## config.mk

```make
export PLATFORM = sky130hd
export DESIGN_NAME = rr_arbiter8
export DESIGN_NICKNAME = d
export VERILOG_FILES = /design/src/rtl/rr_arbiter8_pkg.sv /design/src/rtl/rr_arbiter8_pick.sv /design/src/rtl/rr_arbiter8.sv
export SDC_FILE = /design/constraint.sdc
export NUM_CORES = 1
export LEC_CHECK = 0
export CAP_MARGIN = 20
export CORE_MARGIN = 2
export CORE_UTILIZATION = 30
export DETAILED_ROUTE_END_ITERATION = 12
export PLACE_DENSITY_LB_ADDON = 0.25
export RECOVER_POWER = 25
export REMOVE_ABC_BUFFERS = 1
export SLEW_MARGIN = 20
export SYNTH_ARGS = -nofsm -noshare
export SYNTH_HDL_FRONTEND = slang
export SYNTH_SLANG_ARGS = --single-unit
```

## constraint.sdc

```tcl
create_clock -name clk -period 7.2 [get_ports clk]
set_clock_uncertainty 0.1 [all_clocks]
set_input_delay 1.44 -clock clk [delete_from_list [all_inputs] [get_ports clk]]
set_output_delay 1.44 -clock clk [all_outputs]
set_load 0.005 [all_outputs]
```

## src/rtl/rr_arbiter8_pkg.sv

```systemverilog
// Shared definitions for the eight-way round-robin arbiter.
// Holds the requester count, the index width and the arbiter FSM states.
package rr_arbiter8_pkg;

    localparam int NUM_REQ = 8;
    localparam int ID_W    = 3;

    typedef enum logic [1:0] {
        ST_IDLE  = 2'd0,
        ST_GRANT = 2'd1,
        ST_GAP   = 2'd2
    } state_t;

endpackage

```

## src/rtl/rr_arbiter8_pick.sv

```systemverilog
// Combinational round-robin winner search.
// The search starts one past the last granted index and wraps modulo NUM_REQ.
module rr_pick
    import rr_arbiter8_pkg::*;
(
    input  logic [NUM_REQ-1:0] req,
    input  logic [ID_W-1:0]    ptr,
    output logic [ID_W-1:0]    winner,
    output logic               any_req
);

    // Walk from the farthest candidate back to ptr+1 so the nearest set bit wins.
    always_comb begin
        winner  = ptr;
        any_req = |req;
        for (int i = NUM_REQ; i >= 1; i--) begin
            if (req[ptr + ID_W'(i)]) begin
                winner = ptr + ID_W'(i);
            end
        end
    end

endmodule

```

## src/rtl/rr_arbiter8.sv

```systemverilog
// Eight-way round-robin arbiter with a bounded hold time.
// A grant is released by done, a dropped request, or forcibly after HOLD_MAX cycles.
module rr_arbiter8
    import rr_arbiter8_pkg::*;
#(
    parameter int HOLD_MAX = 16
) (
    input  logic               clk,
    input  logic               rst_n,
    input  logic [NUM_REQ-1:0] req,
    input  logic               done,
    output logic [NUM_REQ-1:0] gnt,
    output logic [ID_W-1:0]    gnt_id,
    output logic               gnt_valid,
    output logic               timeout
);

    localparam int              CNT_W     = $clog2(HOLD_MAX);
    localparam logic [CNT_W-1:0] HOLD_LAST = CNT_W'(HOLD_MAX - 1);

    state_t            state;
    logic [ID_W-1:0]   gnt_id_q;
    logic [ID_W-1:0]   ptr;
    logic [CNT_W-1:0]  hold_cnt;
    logic              timeout_q;

    logic [ID_W-1:0]   winner;
    logic              any_req;
    logic              rel_done;
    logic              rel_drop;
    logic              rel_limit;
    logic              grant_exit;

    rr_pick u_pick (
        .req     (req),
        .ptr     (ptr),
        .winner  (winner),
        .any_req (any_req)
    );

    assign rel_done   = done;
    assign rel_drop   = ~req[gnt_id_q];
    assign rel_limit  = (hold_cnt == HOLD_LAST);
    assign grant_exit = rel_done | rel_drop | rel_limit;

    always_ff @(posedge clk or negedge rst_n) begin
        if (!rst_n) begin
            state     <= ST_IDLE;
            gnt_id_q  <= '0;
            ptr       <= ID_W'(NUM_REQ - 1);
            hold_cnt  <= '0;
            timeout_q <= 1'b0;
        end else begin
            timeout_q <= 1'b0;
            unique case (state)
                ST_IDLE: begin
                    if (any_req) begin
                        state    <= ST_GRANT;
                        gnt_id_q <= winner;
                        hold_cnt <= '0;
                    end
                end
                ST_GRANT: begin
                    if (grant_exit) begin
                        state     <= ST_GAP;
                        ptr       <= gnt_id_q;
                        // Only a pure hold-limit release is reported as a timeout.
                        timeout_q <= rel_limit & ~rel_done & ~rel_drop;
                    end else begin
                        hold_cnt <= hold_cnt + CNT_W'(1);
                    end
                end
                ST_GAP: begin
                    state <= ST_IDLE;
                end
                default: begin
                    state <= ST_IDLE;
                end
            endcase
        end
    end

    assign gnt_valid = (state == ST_GRANT);
    assign gnt_id    = gnt_id_q;
    assign gnt       = gnt_valid ? (NUM_REQ'(1) << gnt_id_q) : '0;
    assign timeout   = timeout_q;

endmodule

```

==> flow_summary.ini, run 1 <==
[pwr]
pwr-share-comb_pct = 69.7
power.internal_uw = 468
max-vdd-ir-drop_uv = 181
switching_power_uw = 430
seqPwrFrac_pct = 22.9
power_density_mw_per_mm2 = 481
power_switching_share_pct = 47.9
clkPwrFrac_pct = 7.4
power_leakage_nw = 0.714
finalPower_uw = 898

[setup_path]
crit_path_end_kind = flip-flop
cp.arrival_ns = 3.66
cp.required_ns = 7.24
worst-path-max-fanout = 10
startpoint_type = primary input
worstSetupPathType = primary input to flip-flop

[timing]
finalCriticalPeriod_ns = 3.63
rsz0062_at_grt = no
worst_pin_slew_ns = 0.748
hold_viol = 0
whs_ns = 0.386
finalSetupViolations = 0
max_freq_ghz = 0.276
layout_setup_ws_ns = 3.57
report.final.slew_viol_count = 0
finalCritPeriodShare_pct = 50.3
final.setup.tns_ns = 0
slew_headroom_pct = 49.6

[clock_network]
htreeDepth = 1
numCtsBuffers = 3
cts_resized = 0
cts.sinks = 13
cts_hold_buffers = 0
cts_setup_buffers = 0
tritoncts = done
clock_path_buffers = 2
clockRootBuffer = clkbuf_8
clkTransAtPathRegs_ns = 0.06
insertion_delay_ns = 0.24

[routing]
drt_iter0_drc = 59
wl_um = 4020
postRouteAntennaNets = 0
firstDrtPassIters = 4
vias_per_cell = 5.55
routedWlPerCell_um = 15.9
drc_errors = 0
vias = 1404

[logic_synthesis]
yosys-top-cells-area = dfrtp_1, mux4_2, mux2i_1
synth_top_cell_area_share_pct = 15.9
synth_area_mm2 = 0.00158
yosysSeqAreaShare_pct = 20.9
avgSynthCellArea_um2 = 9.33
synth_edf_count = 0
yosys_register_bits = 13
synth_cell_type_count = 50
synth_top_flop_cell = dfrtp_1
async_flop_share_pct = 100
yosys_warnings = 0
synth.largest_area_cell = dfrtp_1
syn_inst = 169

[place]
numPortBuffers = 23
dp_cells = 249
dp_hpwl_um = 2970
gp_congestion = 0.796
place_ws_ns = 3.37

[floorplan]
initial_utilization_pct = 31.1
die_h_um = 76.5
dieArea_mm2 = 0.00585
pin_count = 24
die_w_um = 76.5
core-area_mm2 = 0.00507
num_rows = 26

[global_routing]
antenna_found_initial = 0
grt_pass1_vias = 1401
grt_first_pass_wirelength_um = 7110
grt_usage_pct = 14.9
grt_remaining_overflow = 0
grt_max_degree = 26

[finish]
syn_to_final_growth_pct = 18.4
final_cells = 253
diodes = 0
drive_above_1_share_pct = 13.7
fin_nets = 198

[run]
cap_violations = 0

[hold_path]
min_path_type = flip-flop to flip-flop

[status]
status = completed
-- cell families after synthesis --
logic type               after synthesis  share of synthesized area (%)
AND/OR/NAND/NOR                       53                           16.0
AO/OA/AOI/OAI                         42                           18.8
multiplexers                          34                           33.8
buffers and inverters                 21                           6.51
flip-flops                            13                           20.9
XOR/XNOR                               3                           1.67
adder cells (fa/ha/maj)                3                           2.38
-- critical path: stages --
cell and delay (ns):
clkdlybuf4s50_1 0.59, mux4_1 0.68, mux2i_1 0.29, a21bo_1 0.25, a21oi_2 0.17, nand4_1 0.11
o311ai_1 0.13
-- path summary, 6_finish.rpt --
kind / from / to / slack (ns) / cells after the start
worst max-delay path: req[0] / gnt_id[0] / 3.57 / 7
worst min-delay path: hold_cnt[3] / hold_cnt[3] / 0.39 / 1
worst max register to register: ptr[1] / gnt_id[0] / 3.85 / 8
worst min register to register: hold_cnt[3] / hold_cnt[3] / 0.39 / 1
max in group asynchronous: rst_n / gnt_id[0] / 5.09 / 1
min in group asynchronous: rst_n / hold_cnt[3] / 1.53 / 1
-- flip-flops by register name, indices dropped and copies added (netlist names) --
signal	count
hold_cnt	4
ptr	3
state	2
gnt_id	3
timeout	1
-- area by class of cell --
type	instances	area [µm²]
fillers	528	3210
repair buffers	23	230
inverters	8	30.0
flip-flops and latches	13	329
well taps	70	87.6
multi-input cells	135	1140
clock buffers	4	45.0
-- layout by cell type (no fill, tap or decap), types with 2 or more instances in the layout --
cell type / n
mux4_1: 4
nand3_1: 4
nand4_1: 2
a211oi_1: 2
o221ai_1: 4
clkbuf_8: 3
mux2_2: 7
dfstp_2: 3
nor2_1: 12
ha_1: 3
and2_1: 2
a21oi_1: 8
mux2i_1: 12
clkdlybuf4s50_1: 22
nor4_1: 3
o211ai_1: 4
nand2b_1: 5
nor3_1: 4
o21ai_0: 9
xnor2_1: 2
mux4_2: 9
dfrtp_1: 10
inv_1: 7
nand2_1: 17
-- through the flow --
step	utilization, %	area [µm²]
final	36.8	1870
after global routing	36.8	1870
after CTS	36.8	1870
after detailed placement	35.9	1820
after floorplan	-	1500
after global placement	35.9	1820
-- synthesized netlist by cell type (3+ instances only) --
cell,n
a21oi_1,8
buf_2,4
clkbuf_1,6
dfrtp_1,10
dfstp_2,3
ha_1,3
inv_1,7
mux2_2,7
mux2i_1,12
mux4_1,4
mux4_2,9
nand2_1,17
nand2b_1,5
nand3_1,4
nor2_1,12
nor3_1,4
nor4_1,3
o211ai_1,4
o21ai_0,9
o221ai_1,4
-- power groups by stage --
stage | logic (mW) | registers (mW) | clock network (mW)
floorplan | 0.478 | 0.180 | 0
global placement | 0.631 | 0.208 | 0
detailed placement | 0.624 | 0.206 | 0
CTS | 0.628 | 0.206 | 0.0692
global route | 0.696 | 0.219 | 0.0738
finish | 0.626 | 0.206 | 0.0667
-- per-layer routing --
| metal | part of all wire [%] | vias up | track usage, % | wire length, µm |
|---|---|---|---|---|
| li1 | - | 681 | - | - |
| met1 | 47 | 675 | 20.5 | 1900 |
| met2 | 48 | 45 | 25.2 | 1920 |
| met3 | 4.7 | 3 | 2.61 | 187 |
| met4 | 0.20 | 0 | 1.64 | 8 |
| met5 | 0 | - | 0 | 0 |
Power figures use the tool's default switching activity.
==> run 2: changes to the inputs <==
==> constraint.sdc (replaced) <==
create_clock -name clk -period 3.7 [get_ports clk]
set_clock_uncertainty 0.1 [all_clocks]
set_input_delay 0.74 -clock clk [delete_from_list [all_inputs] [get_ports clk]]
set_output_delay 0.74 -clock clk [all_outputs]
set_load 0.005 [all_outputs]
==> run 2 against run 1 <==
  * Utilization grew 0.44 points
  * Final area grew 1.2%
  * Combinational power increased by 110%
  * Critical path type is now flip-flop to flip-flop
  * Critical endpoint unchanged
  * Largest power group unchanged
==> flow_summary.ini, run 2 (synthesized netlist as in run 1, its figures left out) <==
[clock_network]
htreeDepth = 1
cts.sinks = 13
clock_path_buffers = 2
clockRootBuffer = clkbuf_8
clkTransAtPathRegs_ns = 0.06
insertion_delay_ns = 0.24
cts_hold_buffers = 0
tritoncts = done
numCtsBuffers = 3
cts_setup_buffers = 0
cts_resized = 0

[finish]
layout_commonest_cell = clkdlybuf4s50_1
largest_reg_flops = 4
largest-register = hold_cnt
regArea_um2 = 329
final_cell_mix = clkdlybuf4s50_1, nand2_1, nor2_1, mux2i_1, dfrtp_1
drive_above_1_share_pct = 15.1
diodes = 0
multiInputGateArea_mm2 = 0.00114
fill_cells = 518
syn_to_final_growth_pct = 19.8
fin_nets = 201

[setup_path]
crit_chain = clkinv_1, ha_1, mux4_1, mux2i_1, a21bo_1, a21oi_2, nand4_1, o311ai_1
cp.required_ns = 3.72
crit_path_top_delay_cell = dfstp_2
crit_path_end_kind = flip-flop
crit_path_max_incr_delay_ns = 0.73
worstSetupPathType = flip-flop to flip-flop
cp_num_buf_inv = 1
cp.arrival_ns = 3.02
startpoint_type = flip-flop
worst-path-max-fanout = 16
cpLargestDelayFamily = flip-flops

[routing]
wl_um = 4000
vias = 1382
vias_per_cell = 5.40
drt_iter0_drc = 54
postRouteAntennaNets = 0
firstDrtPassIters = 4
routedWlPerCell_um = 15.6
drc_errors = 0

[pwr]
switching_power_uw = 846
finalPower_mw = 1.77
power_leakage_nw = 0.729
max-vdd-ir-drop_uv = 299
clkPwrFrac_pct = 7.1
power.internal_uw = 924
pwr-share-comb_pct = 73.2
power_density_mw_per_mm2 = 937
power_switching_share_pct = 47.8
seqPwrFrac_pct = 19.8

[place]
place_ws_ns = 0.584
numPortBuffers = 23
dp_hpwl_um = 3010
gp_congestion = 0.851

[global_routing]
grt_max_degree = 25
grt_remaining_overflow = 0
grt_first_pass_wirelength_um = 6870
grt_pass1_vias = 1319
antenna_found_initial = 0
grt_usage_pct = 14.2

[floorplan]
die_w_um = 76.5
core-area_mm2 = 0.00507
num_rows = 26
die_h_um = 76.5
pin_count = 24
initial_utilization_pct = 31.1
dieArea_mm2 = 0.00585

[timing]
rsz0062_at_grt = no
report.final.slew_viol_count = 0
worst_pin_slew_ns = 0.714
layout_setup_ws_ns = 0.703
final.setup.tns_ns = 0
finalCritPeriodShare_pct = 81.0
finalCriticalPeriod_ns = 3.00
slew_headroom_pct = 52.0
whs_ns = 0.412
finalSetupViolations = 0
hold_viol = 0
max_freq_ghz = 0.334

[status]
status = completed

[run]
cap_violations = 0

[hold_path]
min_path_type = flip-flop to flip-flop
==> run 2: cell types whose count changed in the layout (fill, tap and decap cells not counted), sizes merged <==
| cell | delta |
|---|---|
| buf | +3 |
==> run 2: cell type report <==
| cell class | instances | area share (%) |
|---|---|---|
| repair buffers | 26 | 13.4 |
| inverters | 8 | 1.59 |
| multi-input cells | 135 | 60.6 |
| flip-flops and latches | 13 | 17.4 |
| clock buffers | 4 | 2.38 |
| well taps | 70 | 4.64 |
==> run 2: metrics by stage <==
| stage | utilization (%) | area [µm²] | instances |
|---|---|---|---|
| floorplan | - | 1500 | 156 |
| global placement | 36.3 | 1840 | 252 |
| detailed placement | 36.3 | 1840 | 252 |
| CTS | 37.2 | 1890 | 256 |
| global route | 37.2 | 1890 | 256 |
| finish | 37.2 | 1890 | 256 |
==> run 2: power groups by stage <==
stage,registers [mW],logic [mW],clock network [mW]
global placement,0.357,1.30,0
global route,0.366,1.43,0.141
detailed placement,0.352,1.28,0
floorplan,0.350,0.930,0
finish,0.350,1.29,0.125
CTS,0.351,1.29,0.129
==> run 2: final timing paths <==
check	startpoint	endpoint	slack, ns	depth (start not counted)
max	ptr[1]	gnt_id[0]	0.70	8
min	hold_cnt[0]	hold_cnt[0]	0.41	1
max reg2reg	ptr[1]	gnt_id[0]	0.70	8
min reg2reg	hold_cnt[0]	hold_cnt[0]	0.41	1
max in group asynchronous	rst_n	gnt_id[1]	2.25	1
min in group asynchronous	rst_n	hold_cnt[3]	0.85	1
==> run 2: metal layers <==
metal | up-vias | wire, µm | track usage (%) | part of all wire [%]
li1 | 681 | - | - | -
met1 | 664 | 1970 | 20.4 | 49
met2 | 33 | 1860 | 22.7 | 47
met3 | 4 | 137 | 2.25 | 3.4
met4 | 0 | 31 | 2.91 | 0.78
met5 | - | 0 | 0 | 0
